[src/rtl/seq_divider_pkg.sv]
// Shared definitions for the sequential divider: FSM state encoding and default width.
package seq_divider_pkg;

  localparam int DIV_DEFAULT_WIDTH = 16;

  typedef enum logic [1:0] {
    IDLE = 2'd0,
    RUN  = 2'd1,
    DONE = 2'd2
  } div_state_e;

endpackage

[src/rtl/seq_divider_sub_cla.sv]
// Subtractor A - B built from 4-bit carry-lookahead slices; combinational, no backpressure.
// oC = 1 means no borrow (A >= B).
module adder4 (
  input  logic [3:0] iA,
  input  logic [3:0] iB,
  input  logic       iC,
  output logic [3:0] oS,
  output logic       oC
);

  logic [3:0] g;
  logic [3:0] p;
  logic [4:0] c;

  assign g = iA & iB;
  assign p = iA ^ iB;

  assign c[0] = iC;
  assign c[1] = g[0] | (p[0] & c[0]);
  assign c[2] = g[1] | (p[1] & g[0]) | (p[1] & p[0] & c[0]);
  assign c[3] = g[2] | (p[2] & g[1]) | (p[2] & p[1] & g[0]) | (p[2] & p[1] & p[0] & c[0]);
  assign c[4] = g[3] | (p[3] & g[2]) | (p[3] & p[2] & g[1]) | (p[3] & p[2] & p[1] & g[0])
              | (p[3] & p[2] & p[1] & p[0] & c[0]);

  assign oS = p ^ c[3:0];
  assign oC = c[4];

endmodule

module sub_cla #(
  parameter int N = 20
) (
  input  logic [N-1:0] iA,
  input  logic [N-1:0] iB,
  output logic [N-1:0] oDiff,
  output logic         oC
);

  localparam int SLICES = N / 4;

  logic [N-1:0]    b_n;
  logic [SLICES:0] carry;

  // Two's-complement subtract: invert B, inject 1 at the bottom of the chain.
  assign b_n      = ~iB;
  assign carry[0] = 1'b1;

  for (genvar i = 0; i < SLICES; i++) begin : g_slice
    adder4 u_add4 (
      .iA (iA[4*i +: 4]),
      .iB (b_n[4*i +: 4]),
      .iC (carry[i]),
      .oS (oDiff[4*i +: 4]),
      .oC (carry[i+1])
    );
  end

  assign oC = carry[SLICES];

endmodule

[src/rtl/seq_divider.sv]
// Restoring unsigned divider, one quotient bit per cycle; result valid WIDTH+1 cycles after accept
// (1 cycle for divide-by-zero). Accepts only in IDLE; holds the result in DONE until iReady.
module seq_divider
  import seq_divider_pkg::*;
#(
  parameter  int WIDTH = DIV_DEFAULT_WIDTH,
  localparam int CNT_W = $clog2(WIDTH + 1)
) (
  input  logic             iClk,
  input  logic             iRst_n,
  input  logic             iValid,
  output logic             oReady,
  input  logic [WIDTH-1:0] iDividend,
  input  logic [WIDTH-1:0] iDivisor,
  output logic             oValid,
  input  logic             iReady,
  output logic [WIDTH-1:0] oQuotient,
  output logic [WIDTH-1:0] oRemainder,
  output logic             oDivByZero,
  output logic             oBusy
);

  div_state_e       state_q, state_d;
  logic [CNT_W-1:0] cnt_q, cnt_d;
  logic [WIDTH-1:0] rem_q, rem_d;
  logic [WIDTH-1:0] quo_q, quo_d;
  logic [WIDTH-1:0] dvs_q, dvs_d;
  logic             dz_q, dz_d;
  logic [WIDTH-1:0] quo_out_q, quo_out_d;
  logic [WIDTH-1:0] rem_out_q, rem_out_d;
  logic             dz_out_q, dz_out_d;

  logic [WIDTH+3:0] sub_a;
  logic [WIDTH+3:0] sub_b;
  logic [WIDTH+3:0] sub_diff;
  logic             no_borrow;
  logic [WIDTH-1:0] shifted_rem;
  logic             sub_hi_unused;

  // Trial subtraction of {R, Q[MSB]} against the divisor, widened to whole 4-bit slices.
  assign sub_a       = {3'b000, rem_q, quo_q[WIDTH-1]};
  assign sub_b       = {4'b0000, dvs_q};
  assign shifted_rem = {rem_q[WIDTH-2:0], quo_q[WIDTH-1]};
  assign sub_hi_unused = ^sub_diff[WIDTH+3:WIDTH];

  sub_cla #(.N(WIDTH + 4)) u_sub (
    .iA    (sub_a),
    .iB    (sub_b),
    .oDiff (sub_diff),
    .oC    (no_borrow)
  );

  always_comb begin
    state_d   = state_q;
    cnt_d     = cnt_q;
    rem_d     = rem_q;
    quo_d     = quo_q;
    dvs_d     = dvs_q;
    dz_d      = dz_q;
    quo_out_d = quo_out_q;
    rem_out_d = rem_out_q;
    dz_out_d  = dz_out_q;

    case (state_q)
      IDLE: begin
        if (iValid) begin
          dvs_d   = iDivisor;
          state_d = RUN;
          // Divide-by-zero preloads its fixed answer and spends zero iterations in RUN,
          // which yields the one-cycle result latency.
          if (iDivisor == '0) begin
            quo_d = '1;
            rem_d = iDividend;
            dz_d  = 1'b1;
            cnt_d = '0;
          end else begin
            quo_d = iDividend;
            rem_d = '0;
            dz_d  = 1'b0;
            cnt_d = CNT_W'(WIDTH);
          end
        end
      end
      RUN: begin
        if (cnt_q == '0) begin
          state_d   = DONE;
          quo_out_d = quo_q;
          rem_out_d = rem_q;
          dz_out_d  = dz_q;
        end else begin
          rem_d = no_borrow ? sub_diff[WIDTH-1:0] : shifted_rem;
          quo_d = {quo_q[WIDTH-2:0], no_borrow};
          cnt_d = cnt_q - CNT_W'(1);
        end
      end
      DONE: begin
        if (iReady) state_d = IDLE;
      end
      default: state_d = IDLE;
    endcase
  end

  always_ff @(posedge iClk or negedge iRst_n) begin
    if (!iRst_n) begin
      state_q   <= IDLE;
      cnt_q     <= '0;
      rem_q     <= '0;
      quo_q     <= '0;
      dvs_q     <= '0;
      dz_q      <= 1'b0;
      quo_out_q <= '0;
      rem_out_q <= '0;
      dz_out_q  <= 1'b0;
    end else begin
      state_q   <= state_d;
      cnt_q     <= cnt_d;
      rem_q     <= rem_d;
      quo_q     <= quo_d;
      dvs_q     <= dvs_d;
      dz_q      <= dz_d;
      quo_out_q <= quo_out_d;
      rem_out_q <= rem_out_d;
      dz_out_q  <= dz_out_d;
    end
  end

  assign oReady     = (state_q == IDLE);
  assign oValid     = (state_q == DONE);
  assign oBusy      = (state_q == RUN) || (state_q == DONE);
  assign oQuotient  = quo_out_q;
  assign oRemainder = rem_out_q;
  assign oDivByZero = dz_out_q;

endmodule

[config.mk]
export PLATFORM = sky130hd
export DESIGN_NAME = seq_divider
export DESIGN_NICKNAME = d
export VERILOG_FILES = /design/src/rtl/seq_divider_pkg.sv /design/src/rtl/seq_divider_sub_cla.sv /design/src/rtl/seq_divider.sv
export SDC_FILE = /design/constraint.sdc
export NUM_CORES = 1
export LEC_CHECK = 0
export ABC_AREA = 1
export CAP_MARGIN = 30
export CORE_ASPECT_RATIO = 0.9
export CORE_MARGIN = 4
export CORE_UTILIZATION = 58
export CTS_BUF_LIST = sky130_fd_sc_hd__clkbuf_8 sky130_fd_sc_hd__clkbuf_16
export DETAILED_ROUTE_END_ITERATION = 12
export PLACE_DENSITY = 0.89
export SLEW_MARGIN = 20
export SYNTH_ARGS = -nofsm -noshare
export SYNTH_HDL_FRONTEND = slang
export SYNTH_SLANG_ARGS = --single-unit
[constraint.sdc]
create_clock -name iClk -period 4.4 [get_ports iClk]
set_clock_uncertainty 0.1 [all_clocks]
set_input_delay 1.1 -clock iClk [delete_from_list [all_inputs] [get_ports iClk]]
set_output_delay 1.1 -clock iClk [all_outputs]
set_load 0.005 [all_outputs]
==> results.toml <==
[pwr]
clkPwrFrac = 0.135
p_comb_frac = 0.569
peakVddDrop_mv = 0.4424
p_sw_mw = 2.152
p_int_mw = 2.635
p_sw_frac = 0.4495
p_leak_nw = 2.825
pwr-share-seq = 0.295
power.density_nw_per_um2 = 831.7

[critical_path]
critPathMaxStageDelay_ps = 550
critPathRequiredTime_ps = 4580
arrival_ps = 3220
crit_path_max_fanout = 17
r2r_slack_ps = 1670
crit_path_start_kind = "input port"
crit_type = "in -> reg"
crit_slowest_cell = "nand2_1"
cp-end-kind = "flip-flop"
cp_cell_sequence = "clkdlybuf4s50_1 -> nor4_1 -> nand4_1 -> nand2_1 -> o21ai_0 -> o22ai_1"

[place]
dp_hpwl_mm = 8.541
port_buffers = 71
dpl_cell_area_um2 = 5530
dp_cells = 707
gp_congestion = 0.8763

[cells_and_area]
multi_input_area_um2 = 2067
nets = 683
fin_cells = 723
regArea_um2 = 2227
antenna_cells = 0
finalInstanceArea_um2 = 5756
fillCellCount = 544
layout-drive-gt1-share = 0.06380
syn_to_final_growth_pct = 22.50

[cts]
clk-insertion-delay-late_ps = 360
cts-resized-gates = 0
cts_sinks = 89
path_clk_slew_ps = 90
cts_buffers = 9
htree_levels = 3
cts-root-buf = "clkbuf_8"
post_cts_buffers = 0
ctsHoldBuffers = 0
cts_tree = "yes"
clock_path_buffers = 2

[floorplanning]
fp.dieH_um = 93.39
pin_count = 72
start_util = 0.6106
die_x_um = 102.9
die_area_um2 = 9607
core-area_um2 = 7695
core.rowCount = 30

[detailed_routing]
avgViaCountPerCell = 5.828
vias = 4214
dr.pass1.iters = 5
wl_per_cell_um = 16.71
drt_wl_total_mm = 12.08
ant_nets = 0
first_iter_violations = 396
drc_errors = 0

[synth]
synth_edf_count = 0
syn-num-nets = 616
post_synth_inst_count = 555
synth_ff_type = "dfrtp_1"
syn_area_um2 = 4698
synth.area.top_cells = "dfrtp_1 47%, nand2_1 8.2%, inv_1 6.5%"
yosysTopAreaCell = "dfrtp_1"
synth_seq_area_share = 0.4740
netlist.area_leader.share = 0.4740
synth_area_per_cell_um2 = 8.465
ys_ff_latch = 89
ys_warn_count = 0
async_reset_ff_frac = 1.000
ys_types = 35

[timing]
period_needed_ps = 3045
clock.fmax_mhz = 328.4
hold_viol_final = 0
tightest_slew_ps = 614.7
slew_headroom = 0.5892
tns_ps = 0
setup_viol = 0
timing.final.crit_share = 0.6920
rsz0062_at_grt = "no"
drv_slew = 0

[global_route]
antenna_found_initial = 0
grt_pass1_vias = 4124
grt_overflow = 0
grt_pass1_wl_mm = 20.07
grt_max_degree = 64
grt_use_total = 0.2671

[job]
maxCapViolations = 0

[run_status]
status = "finished, final reports clean"

[worst_hold_path]
worst_hold_path_type = "reg -> reg"
-- placed cells by master, fill, tap and decap left out, types with 3 or more instances in the layout --
cell | Yosys | routed
clkbuf_8 | 0 | 9
mux2_2 | 3 | 3
a22oi_1 | 6 | 6
dfrtp_1 | 89 | 89
buf_4 | 0 | 8
fa_1 | 3 | 3
nor4_1 | 4 | 4
nor2_1 | 41 | 41
nand2_1 | 103 | 103
a21oi_1 | 41 | 41
nand3_1 | 33 | 32
ha_1 | 22 | 22
o221ai_1 | 16 | 16
inv_1 | 81 | 81
nand4_1 | 9 | 9
clkdlybuf4s50_1 | 0 | 70
nor3b_1 | 3 | 3
xnor2_1 | 7 | 7
o21ai_0 | 50 | 50
-- worst paths after layout --
| path | startpoint | cells past startpoint | to |
|---|---|---|---|
| max | iDivisor[13] | 6 | quo_q[0] |
| min | oQuotient[11] | 2 | oQuotient[11] |
| max reg2reg | state_q[1] | 12 | quo_q[0] |
| min reg2reg | oQuotient[11] | 2 | oQuotient[11] |
| max in group asynchronous | iRst_n | 3 | oRemainder[13] |
| min in group asynchronous | iRst_n | 1 | oRemainder[7] |
-- Yosys cell counts, drive strengths merged, types with 7 or more instances --
cell and n:
a21oi 43, clkbuf 19, dfrtp 89, ha 22
inv 82, nand2 107, nand3 34, nand4 9
nor2 42, o21ai 50, o221ai 16, xnor2 7
-- cell families (layout without fill, tap and decap cells) --
kind of cell	after synthesis	in the layout	synth area share
muxes	3	3	0.007190
AOI/OAI and AO/OA	122	122	0.1550
xor gates and xnor gates	9	9	0.01678
buffers and inverters	106	178	0.08708
DFF	89	89	0.4740
adders and majority gates	25	25	0.07137
and+or+nand+nor	201	201	0.1885
-- flip-flops by register name (all words and copies together), names as in the netlist --
name        count
oRemainder     16
state_q         2
quo_q          16
rem_q          16
dvs_q          16
cnt_q           5
dz_q            1
oDivByZero      1
oQuotient      16
-- metrics by stage --
| stage | hold slack (ps) | util | setup WS (ps) | power, mW |
|---|---|---|---|---|
| 5_1_grt | 427.9 | 0.7480 | 1285 | 5.211 |
| 6_report | 389.5 | 0.7480 | 1355 | 4.787 |
| 3_3_place_gp | 364.6 | 0.7125 | 1148 | 3.916 |
| 4_1_cts | 395.9 | 0.7480 | 1375 | 4.770 |
| 3_5_place_dp | 372.6 | 0.7187 | 1115 | 4.079 |
| 2_1_floorplan | 349.2 | - | 1987 | 3.259 |
-- power by group through the flow --
stage               Sequential [mW]  Combinational (mW)  Clock, mW
global route                   1.45                3.07      0.686
finish                         1.41                2.73      0.648
CTS                            1.41                2.71      0.654
floorplan                      1.37                1.88          0
detailed placement             1.42                2.66          0
global placement               1.41                2.51          0
-- metal layers --
metal / up-vias / GRT usage / share of wire
li1: 1979 / - / -
met1: 2008 / 0.3394 / 0.40
met2: 190 / 0.4516 / 0.50
met3: 37 / 0.05444 / 0.071
met4: 0 / 0.09385 / 0.027
met5: - / 0 / 0
-- area by class of cell --
| class | instances | area share |
|---|---|---|
| sequential | 89 | 0.3870 |
| multi-input combinational | 360 | 0.3591 |
| timing repair buffer | 80 | 0.1404 |
| inverter | 82 | 0.05348 |
| clock buffer | 9 | 0.02152 |
| tap | 96 | 0.02087 |
| clock inverter | 7 | 0.01761 |
-- worst max-delay path: cells and delay by family --
| kind | cells | cell delay, ps |
|---|---|---|
| and+or+nand+nor | 3 | 1300 |
| AOI/OAI and AO/OA | 2 | 410 |
| buffers and inverters | 1 | 420 |
Note: power is estimated with default switching activity, not from simulation.
